--- src/rtl/pipe_hazard_ctrl.sv ---
// pipe_hazard_ctrl: hazard/stall/flush controller for a 5-stage pipeline.
// Ports: clk, rst_n (sync, active-low); mem_busy freezes the pipe;
// id_op/id_rs/id_rt describe the ID instruction; ex_mem_read/ex_rt
// describe a load in EX; ex_branch_taken resolves beq in EX.
// Outputs: pc_we/ifid_we/idex_we stage enables, ifid_flush/idex_flush
// bubbles, pc_sel next-PC source, state FSM state, stall_cnt/redir_cnt
// saturating performance counters.
module pipe_hazard_ctrl #(
  parameter int CNT_W = 16
) (
  input  logic             clk,
  input  logic             rst_n,
  input  logic             mem_busy,
  input  logic [5:0]       id_op,
  input  logic [4:0]       id_rs,
  input  logic [4:0]       id_rt,
  input  logic             ex_mem_read,
  input  logic [4:0]       ex_rt,
  input  logic             ex_branch_taken,
  output logic             pc_we,
  output logic             ifid_we,
  output logic             idex_we,
  output logic             ifid_flush,
  output logic             idex_flush,
  output logic [1:0]       pc_sel,
  output logic [1:0]       state,
  output logic [CNT_W-1:0] stall_cnt,
  output logic [CNT_W-1:0] redir_cnt
);
  typedef enum logic [1:0] {RUN = 2'b00, STALL = 2'b01, FLUSH = 2'b10, WAIT = 2'b11} state_t;
  state_t cur, nxt;
  logic reads_rs, reads_rt, load_use, jump;
  assign reads_rs = id_op inside {6'b000000, 6'b001000, 6'b000001, 6'b001001, 6'b000010,
                                  6'b000110, 6'b001010, 6'b101010, 6'b000011, 6'b000111};
  assign reads_rt = id_op inside {6'b000000, 6'b001000, 6'b000001, 6'b001001, 6'b000011};
  // STALL masks detection: the load has moved on, so the dependency is satisfied.
  assign load_use = ex_mem_read && ex_rt != 5'd0 && cur != STALL &&
                    ((reads_rs && ex_rt == id_rs) || (reads_rt && ex_rt == id_rt));
  assign jump = id_op == 6'b000100;
  assign state = cur;
  always_ff @(posedge clk)
    if (!rst_n) cur <= RUN;
    else cur <= nxt;
  always_comb begin
    pc_we = 1'b1;
    ifid_we = 1'b1;
    idex_we = 1'b1;
    ifid_flush = 1'b0;
    idex_flush = 1'b0;
    pc_sel = 2'b00;
    nxt = RUN;
    if (!rst_n) begin
      pc_we = 1'b0;
      ifid_we = 1'b0;
      idex_we = 1'b0;
      ifid_flush = 1'b1;
      idex_flush = 1'b1;
    end else if (mem_busy) begin
      pc_we = 1'b0;
      ifid_we = 1'b0;
      idex_we = 1'b0;
      nxt = WAIT;
    end else if (ex_branch_taken) begin
      pc_sel = 2'b01;
      ifid_flush = 1'b1;
      idex_flush = 1'b1;
      nxt = FLUSH;
    end else if (load_use) begin
      pc_we = 1'b0;
      ifid_we = 1'b0;
      idex_flush = 1'b1;
      nxt = STALL;
    end else if (jump) begin
      pc_sel = 2'b10;
      ifid_flush = 1'b1;
    end
  end
  always_ff @(posedge clk)
    if (!rst_n) begin
      stall_cnt <= '0;
      redir_cnt <= '0;
    end else begin
      if (!pc_we && stall_cnt != '1) stall_cnt <= stall_cnt + 1'b1;
      if (pc_sel != 2'b00 && redir_cnt != '1) redir_cnt <= redir_cnt + 1'b1;
    end
endmodule

--- config.mk ---
export PLATFORM = sky130hd
export DESIGN_NAME = pipe_hazard_ctrl
export DESIGN_NICKNAME = d
export VERILOG_FILES = /design/src/rtl/pipe_hazard_ctrl.sv
export SDC_FILE = /design/constraint.sdc
export NUM_CORES = 1
export LEC_CHECK = 0
export BUFFER_PORTS_ARGS = -buffer_cell sky130_fd_sc_hd__buf_2
export CAP_MARGIN = 5
export CORE_ASPECT_RATIO = 1.25
export CORE_UTILIZATION = 54
export CTS_CLUSTER_DIAMETER = 100
export CTS_CLUSTER_SIZE = 16
export DETAILED_ROUTE_END_ITERATION = 10
export PLACE_DENSITY = 0.85
export SYNTH_ARGS = -nofsm -noshare
export SYNTH_HDL_FRONTEND = slang
export SYNTH_SLANG_ARGS = --single-unit
--- constraint.sdc ---
create_clock -name clk -period 7.81 [get_ports clk]
set_clock_uncertainty 0.15 [all_clocks]
set_input_delay 1.562 -clock clk [delete_from_list [all_inputs] [get_ports clk]]
set_output_delay 1.562 -clock clk [all_outputs]
set_load 0.01 [all_outputs]
==> results of run 1 <==
## power breakdown
group          internal (mW)  switching [mW]  leakage (nW)  total [mW]
Combinational         0.0169          0.0234         0.704      0.0402
Sequential             0.176         0.00271         0.275       0.178
Clock                 0.0711          0.0634        0.0482       0.134
Total                  0.264          0.0895          1.03       0.353
## through the flow
stage	util	hold WS (ns)	power [mW]	instance area, µm²
6_report	0.685	0.348	0.353	2390
4_1_cts	0.685	0.351	0.356	2390
2_1_floorplan	-	0.348	0.206	1980
3_3_place_gp	0.659	0.328	0.221	2290
5_1_grt	0.685	0.390	0.367	2390
3_5_place_dp	0.659	0.341	0.222	2290
## kinds of logic (layout without fill, tap and decap cells)
logic type                 after synthesis  in the layout  synth area share
and+or+nand+nor                        113            113             0.328
DFF                                     34             34             0.344
buffers and inverters                   18             81            0.0480
xor gates and xnor gates                22             22            0.0973
muxes                                    4              4            0.0202
AOI/OAI and AO/OA                       41             41             0.150
adders and majority gates                2              2            0.0126
## per-layer routing
layer | track usage | vias up
met5 | 0 | -
met1 | 0.300 | 936
met4 | 0.0949 | 0
met2 | 0.392 | 65
li1 | - | 987
met3 | 0.0578 | 9
## sequential cells by signal (all words and copies together), names as in the netlist
register / count
stall_cnt: 16
state: 2
redir_cnt: 16
## synthesized netlist by cell type, drive strengths merged
library cell and n:
a21oi 10, and4b 1, nand2 16, and4 4, dfxtp 34, nor3b 3
clkbuf 7, nand3 15, o21a 1, inv 6, mux2i 4, o21ai 8
nor4 2, a31oi 2, xnor2 4, o31ai 6, o41ai 3, nand2b 11
nor3 8, o221a 1, o22ai 1, nor2b 1, or4 6, nand4 11
o311ai 3, nand4b 1, nor2 22, or3 2, nor4b 2, buf 5
o211ai 1, ha 2, o221ai 2, a211oi 3, and3 8, xor2 18
## worst max path at each step
stage,slack (ns),end,depth (start not counted),from
2_1_floorplan,2.99,pc_we,7,ex_rt[1]
3_3_place_gp,2.51,ifid_we,6,ex_rt[1]
3_5_place_dp,2.47,ifid_we,6,ex_rt[1]
4_1_cts,2.48,ifid_we,6,ex_rt[1]
5_1_grt,2.37,ifid_we,6,ex_rt[1]
6_report,2.49,ifid_we,6,ex_rt[1]
## cells in the final DEF, fill, tap and decap left out, types with 2 or more instances in the layout
master / n
a211oi_1: 3
a21oi_1: 10
a31oi_1: 2
and3_1: 8
and4_1: 4
buf_2: 66
clkbuf_8: 6
dfxtp_1: 34
ha_1: 2
inv_1: 6
mux2i_1: 4
nand2_1: 16
nand2b_1: 11
nand3_1: 15
nand4_1: 11
nor2_1: 22
nor3_1: 6
nor3_2: 2
nor3b_1: 2
o21ai_0: 2
o21ai_1: 6
o311ai_1: 3
o31ai_1: 6
o41ai_1: 3
or3_1: 2
or4_1: 5
xnor2_1: 4
xor2_1: 18
## tightest hold or removal path, delay by kind of cell (launching register included)
family             cells  cell delay, ns
AOI/OAI and AO/OA      2            0.12
DFF                    1            0.33
## area by class of cell
type | count | area (µm²) | share of cell area
clock buffer | 7 | 86.3 | 0.0362
clock inverter | 1 | 5.00 | 0.00210
inverter | 6 | 22.5 | 0.00944
multi-input combinational | 182 | 1200 | 0.505
sequential | 34 | 681 | 0.285
tap | 39 | 48.8 | 0.0205
timing repair buffer | 67 | 338 | 0.142
==> run_results.csv, run 1 <==
group,metric,value,unit
run_status,status,"completed",
placed_design,port_buffers,66,
worst_setup_path,path_common_cell,"buf_2",
sta,finalSetupTns,0,ns
sta,worst_pin_slew,0.892,ns
route,wl_met3,203,µm
route,vias_per_cell,5.94,
route,wire_per_inst,13.5,µm
cells_and_area,num_antenna_cells,0,
worst_setup_path,crit_required,6.10,ns
power_and_ir_drop,ir_worst_vdd,0.000151,V
route,route.detailed.drc,0,
clock_tree,tritoncts,"built",
worst_setup_path,worstSetupEndpointType,"output pin",
sta,rsz0062_at_grt,"no",
synth,synth_seq_cells,34,
sta,hold_viol,0,
cells_and_area,drive_above_1_share,0.283,
worst_hold_path,min_to,"stall_cnt[11]",
placed_design,gp_congestion,0.840,
synth,netlist-cell-type-count,46,
synth,ys_seq_area_frac,0.344,
synth,yosys.area.top_type,"dfxtp_1",
sta,setup_viol,0,
worst_setup_path,crit_fanout,14,
worst_setup_path,r2r-start,"stall_cnt[6]",
floorplanning,die-area,0.00392,mm²
worst_hold_path,min_path_cells,2,
worst_setup_path,crit_chain,"buf_2, or4_4, o221ai_4, and4b_4, nor3_2, buf_2",
worst_setup_path,setup.worst_path.class,"input pin to output pin",
floorplanning,start_util,0.569,
floorplanning,fp-row-count,24,
floorplanning,die_h,69.7,µm
cells_and_area,area_growth,20.5,%
synth,yosys_warnings,0,
placed_design,dp_hpwl,3.28,mm
clock_tree,postCtsHoldBufs,0,
route,num_vias,1997,
cells_and_area,fin_nets,324,
route,dr.max_layer_used,"met4",
worst_setup_path,reg2reg_setup_slack,5.31,ns
global_route,antenna_found_initial,0,
synth,syn-instance-count,234,
global_route,grt_pass1_vias,1738,
synth,netlist_area,0.00198,mm²
worst_setup_path,reg2reg_depth,6,
clock_tree,clkLatencyLatePin,0.29,ns
route,first_iter_violations,74,
clock_tree,root_buffer,"clkbuf_8",
sta,final_max_slew_viol_count,0,
power_and_ir_drop,power_density,148,mW/mm²
worst_setup_path,cp.arrival,3.61,ns
placed_design,dp_slack,2.47,ns
clock_tree,post_cts_buffers,0,
worst_hold_path,worstHoldStart,"stall_cnt[11]",
route,drtPass1Iterations,6,
worst_setup_path,regToRegEndpoint,"stall_cnt[8]",
synth,synth.net_count,262,
worst_hold_path,hold_class,"flip-flop to flip-flop",
cells_and_area,num-fill-cells,290,
worst_setup_path,slowest_delay,0.68,ns
sta,finalCriticalPeriod,5.32,ns
clock_tree,numCtsBuffers,5,
worst_setup_path,cp_slowest_cell,"nor3_2",
clock_tree,cts_buffer_depth,2,
floorplanning,ioPinCount,67,
clock_tree,cts_resized,0,
synth,syn_area_per_cell,8.46,µm²
worst_setup_path,path_delay_family,"simple AND/OR/NAND/NOR gates",
floorplanning,die_w,56.2,µm
clock_tree,cts.sinks,34,
synth,synthTopCellsByArea,"dfxtp_1, xor2_1, nor2_1",
placed_design,dpl.cell_count,328,
floorplanning,coreArea,0.00348,mm²
global_route,grt_start_max_net_pins,26,
sta,postLayoutSetupSlackWorst,2.49,ns
synth,synth_top_area_frac,0.344,
cells_and_area,final_cells,336,
global_route,grt_overflow_total,0,
route,drt-total-wl,4.53,mm
route,wl_met2,2.21,mm
global_route,grt_pass1_wl,7.61,mm
job,max_cap_violations,0,
global_route,grtUsageTotal,0.239,
sta,clock.fmax,188,MHz
worst_setup_path,cp_num_buf_inv,2,
route,ant_nets,0,
clock_tree,htree_num_levels,2,
power_and_ir_drop,p_leak,1.03,nW
sta,max_slew_margin,0.400,
worst_setup_path,cp-start-kind,"input pin",
sta,finalCritPeriodShare,0.681,
route,wl_met1,2.04,mm
clock_tree,cts.clk_slew.worst_paths,0.07,ns
Note: power is estimated with default switching activity, not from simulation.
==> run 2, diff against run 1 <==
--- a/config.mk
+++ b/config.mk
@@ -8,11 +8,11 @@
 export BUFFER_PORTS_ARGS = -buffer_cell sky130_fd_sc_hd__buf_2
 export CAP_MARGIN = 5
 export CORE_ASPECT_RATIO = 1.25
-export CORE_UTILIZATION = 54
+export CORE_UTILIZATION = 45
 export CTS_CLUSTER_DIAMETER = 100
 export CTS_CLUSTER_SIZE = 16
 export DETAILED_ROUTE_END_ITERATION = 10
-export PLACE_DENSITY = 0.85
+export PLACE_DENSITY = 0.76
 export SYNTH_ARGS = -nofsm -noshare
 export SYNTH_HDL_FRONTEND = slang
 export SYNTH_SLANG_ARGS = --single-unit
==> constraint.sdc (replaced) <==
create_clock -name clk -period 4.6 [get_ports clk]
set_clock_uncertainty 0.15 [all_clocks]
set_input_delay 0.92 -clock clk [delete_from_list [all_inputs] [get_ports clk]]
set_output_delay 0.92 -clock clk [all_outputs]
set_load 0.01 [all_outputs]
==> run_results.csv, run 2 (synthesis results as in run 1) <==
group,metric,value,unit
run_status,status,"completed",
floorplanning,start_util,0.476,
cells_and_area,drive_above_1_share,0.281,
floorplanning,die-area,0.00467,mm²
job,max_cap_violations,0,
floorplanning,fp-row-count,26,
route,vias_per_cell,5.50,
sta,setup_viol,0,
worst_setup_path,slowest_delay,0.54,ns
cells_and_area,num-fill-cells,410,
global_route,grt_pass1_vias,1662,
clock_tree,cts.sinks,34,
clock_tree,root_buffer,"clkbuf_8",
worst_setup_path,reg2reg_setup_slack,2.10,ns
sta,final_max_slew_viol_count,0,
clock_tree,post_cts_buffers,0,
clock_tree,cts.clk_slew.worst_paths,0.06,ns
clock_tree,cts_resized,0,
sta,max_slew_margin,0.370,
route,wire_per_inst,12.8,µm
worst_setup_path,reg2reg_depth,6,
sta,finalCritPeriodShare,0.797,
sta,finalCriticalPeriod,3.67,ns
global_route,grt_start_max_net_pins,27,
route,drtPass1Iterations,4,
clock_tree,postCtsHoldBufs,0,
sta,clock.fmax,273,MHz
worst_setup_path,crit_chain,"buf_2, or4_4, o221ai_4, and4b_4, nor3_2, buf_2",
global_route,grt_pass1_wl,7.29,mm
sta,hold_viol,0,
cells_and_area,fin_nets,324,
floorplanning,die_w,61.3,µm
sta,worst_pin_slew,0.938,ns
placed_design,dp_hpwl,3.29,mm
route,num_vias,1929,
worst_hold_path,min_to,"stall_cnt[9]",
global_route,grtUsageTotal,0.201,
route,first_iter_violations,79,
global_route,grt_overflow_total,0,
clock_tree,numCtsBuffers,5,
cells_and_area,mostFrequentLayoutCell,"buf_2",
worst_setup_path,cp_slowest_cell,"or4_4",
floorplanning,die_h,76.2,µm
cells_and_area,final_cell_mix,"buf_2, dfxtp_1, nor2_1",
sta,finalSetupTns,0,ns
worst_setup_path,path_delay_family,"simple AND/OR/NAND/NOR gates",
power_and_ir_drop,p_leak,1.02,nW
worst_setup_path,worstSetupEndpointType,"output pin",
worst_hold_path,min_path_cells,2,
placed_design,port_buffers,66,
global_route,antenna_found_initial,0,
cells_and_area,area_growth,21.1,%
power_and_ir_drop,power_density,246,mW/mm²
worst_setup_path,cp.arrival,2.60,ns
clock_tree,clkLatencyLatePin,0.29,ns
worst_setup_path,cp-start-kind,"input pin",
worst_setup_path,r2r-start,"stall_cnt[6]",
route,route.detailed.drc,0,
worst_setup_path,setup.worst_path.class,"input pin to output pin",
route,drt-total-wl,4.49,mm
clock_tree,tritoncts,"built",
worst_setup_path,path_common_cell,"buf_2",
worst_setup_path,crit_fanout,5,
route,ant_nets,0,
sta,hold_ws,0.344,ns
cells_and_area,num_antenna_cells,0,
worst_hold_path,worstHoldStart,"stall_cnt[9]",
floorplanning,ioPinCount,67,
worst_setup_path,cp_num_buf_inv,2,
clock_tree,htree_num_levels,2,
worst_hold_path,hold_class,"flip-flop to flip-flop",
clock_tree,cts_buffer_depth,2,
sta,rsz0062_at_grt,"no",
worst_setup_path,regToRegEndpoint,"stall_cnt[8]",
worst_setup_path,crit_required,3.53,ns
power_and_ir_drop,ir_worst_vdd,0.000204,V
floorplanning,coreArea,0.00416,mm²
placed_design,gp_congestion,0.821,
run 2: cell types whose count changed in the layout (fill, tap and decap cells not counted), sizes merged:
cell and delta:
clkinv -1, clkbuf -1
run 2: how the worst max path moves through the flow:
stage	startpoint	endpoint	slack, ns	cells past startpoint
after floorplan	ex_rt[1]	pc_we	1.06	7
after global placement	ex_rt[1]	ifid_we	0.92	6
after detailed placement	ex_rt[1]	pc_we	0.91	6
after CTS	ex_rt[1]	pc_we	0.91	6
after global routing	ex_rt[1]	ifid_we	0.84	6
final	ex_rt[1]	ifid_we	0.93	6
run 2: layout make-up:
cell class                      count  area (µm²)  area share
Timing Repair Buffer               67         338       0.141
Sequential cell                    34         681       0.284
Clock buffer                        6        82.6      0.0344
Multi-Input combinational cell    182        1200       0.502
Inverter                            6        22.5     0.00939
Tap cell                           56        70.1      0.0292
run 2: power breakdown:
| group | internal, mW | total [mW] | leakage, nW | switching [mW] |
|---|---|---|---|---|
| sequential | 0.298 | 0.303 | 0.275 | 0.00459 |
| combinational | 0.0286 | 0.0682 | 0.704 | 0.0396 |
| clock | 0.115 | 0.220 | 0.0431 | 0.105 |
| total | 0.442 | 0.591 | 1.02 | 0.149 |
run 2: metal layers:
metal | vias to the layer above | wire, µm | track usage
met1 | 889 | 2050 | 0.258
met5 | - | 0 | 0
met3 | 4 | 210 | 0.0594
met4 | 0 | 34 | 0.0578
li1 | 988 | - | -
met2 | 48 | 2200 | 0.320
run 2: stage by stage:
stage	setup slack [ns]	area, µm²	utilization	total power [mW]	instances
global route	0.835	2400	0.576	0.618	351
floorplan	1.06	1980	-	0.350	234
detailed placement	0.908	2320	0.556	0.378	345
CTS	0.908	2400	0.576	0.597	351
finish	0.934	2400	0.576	0.591	351
global placement	0.924	2320	0.556	0.376	345
run 2: tightest hold or removal path: stages (launching register included):
cell and delay [ns]:
dfxtp_1 0.33, nand2_1 0.06, mux2i_1 0.06
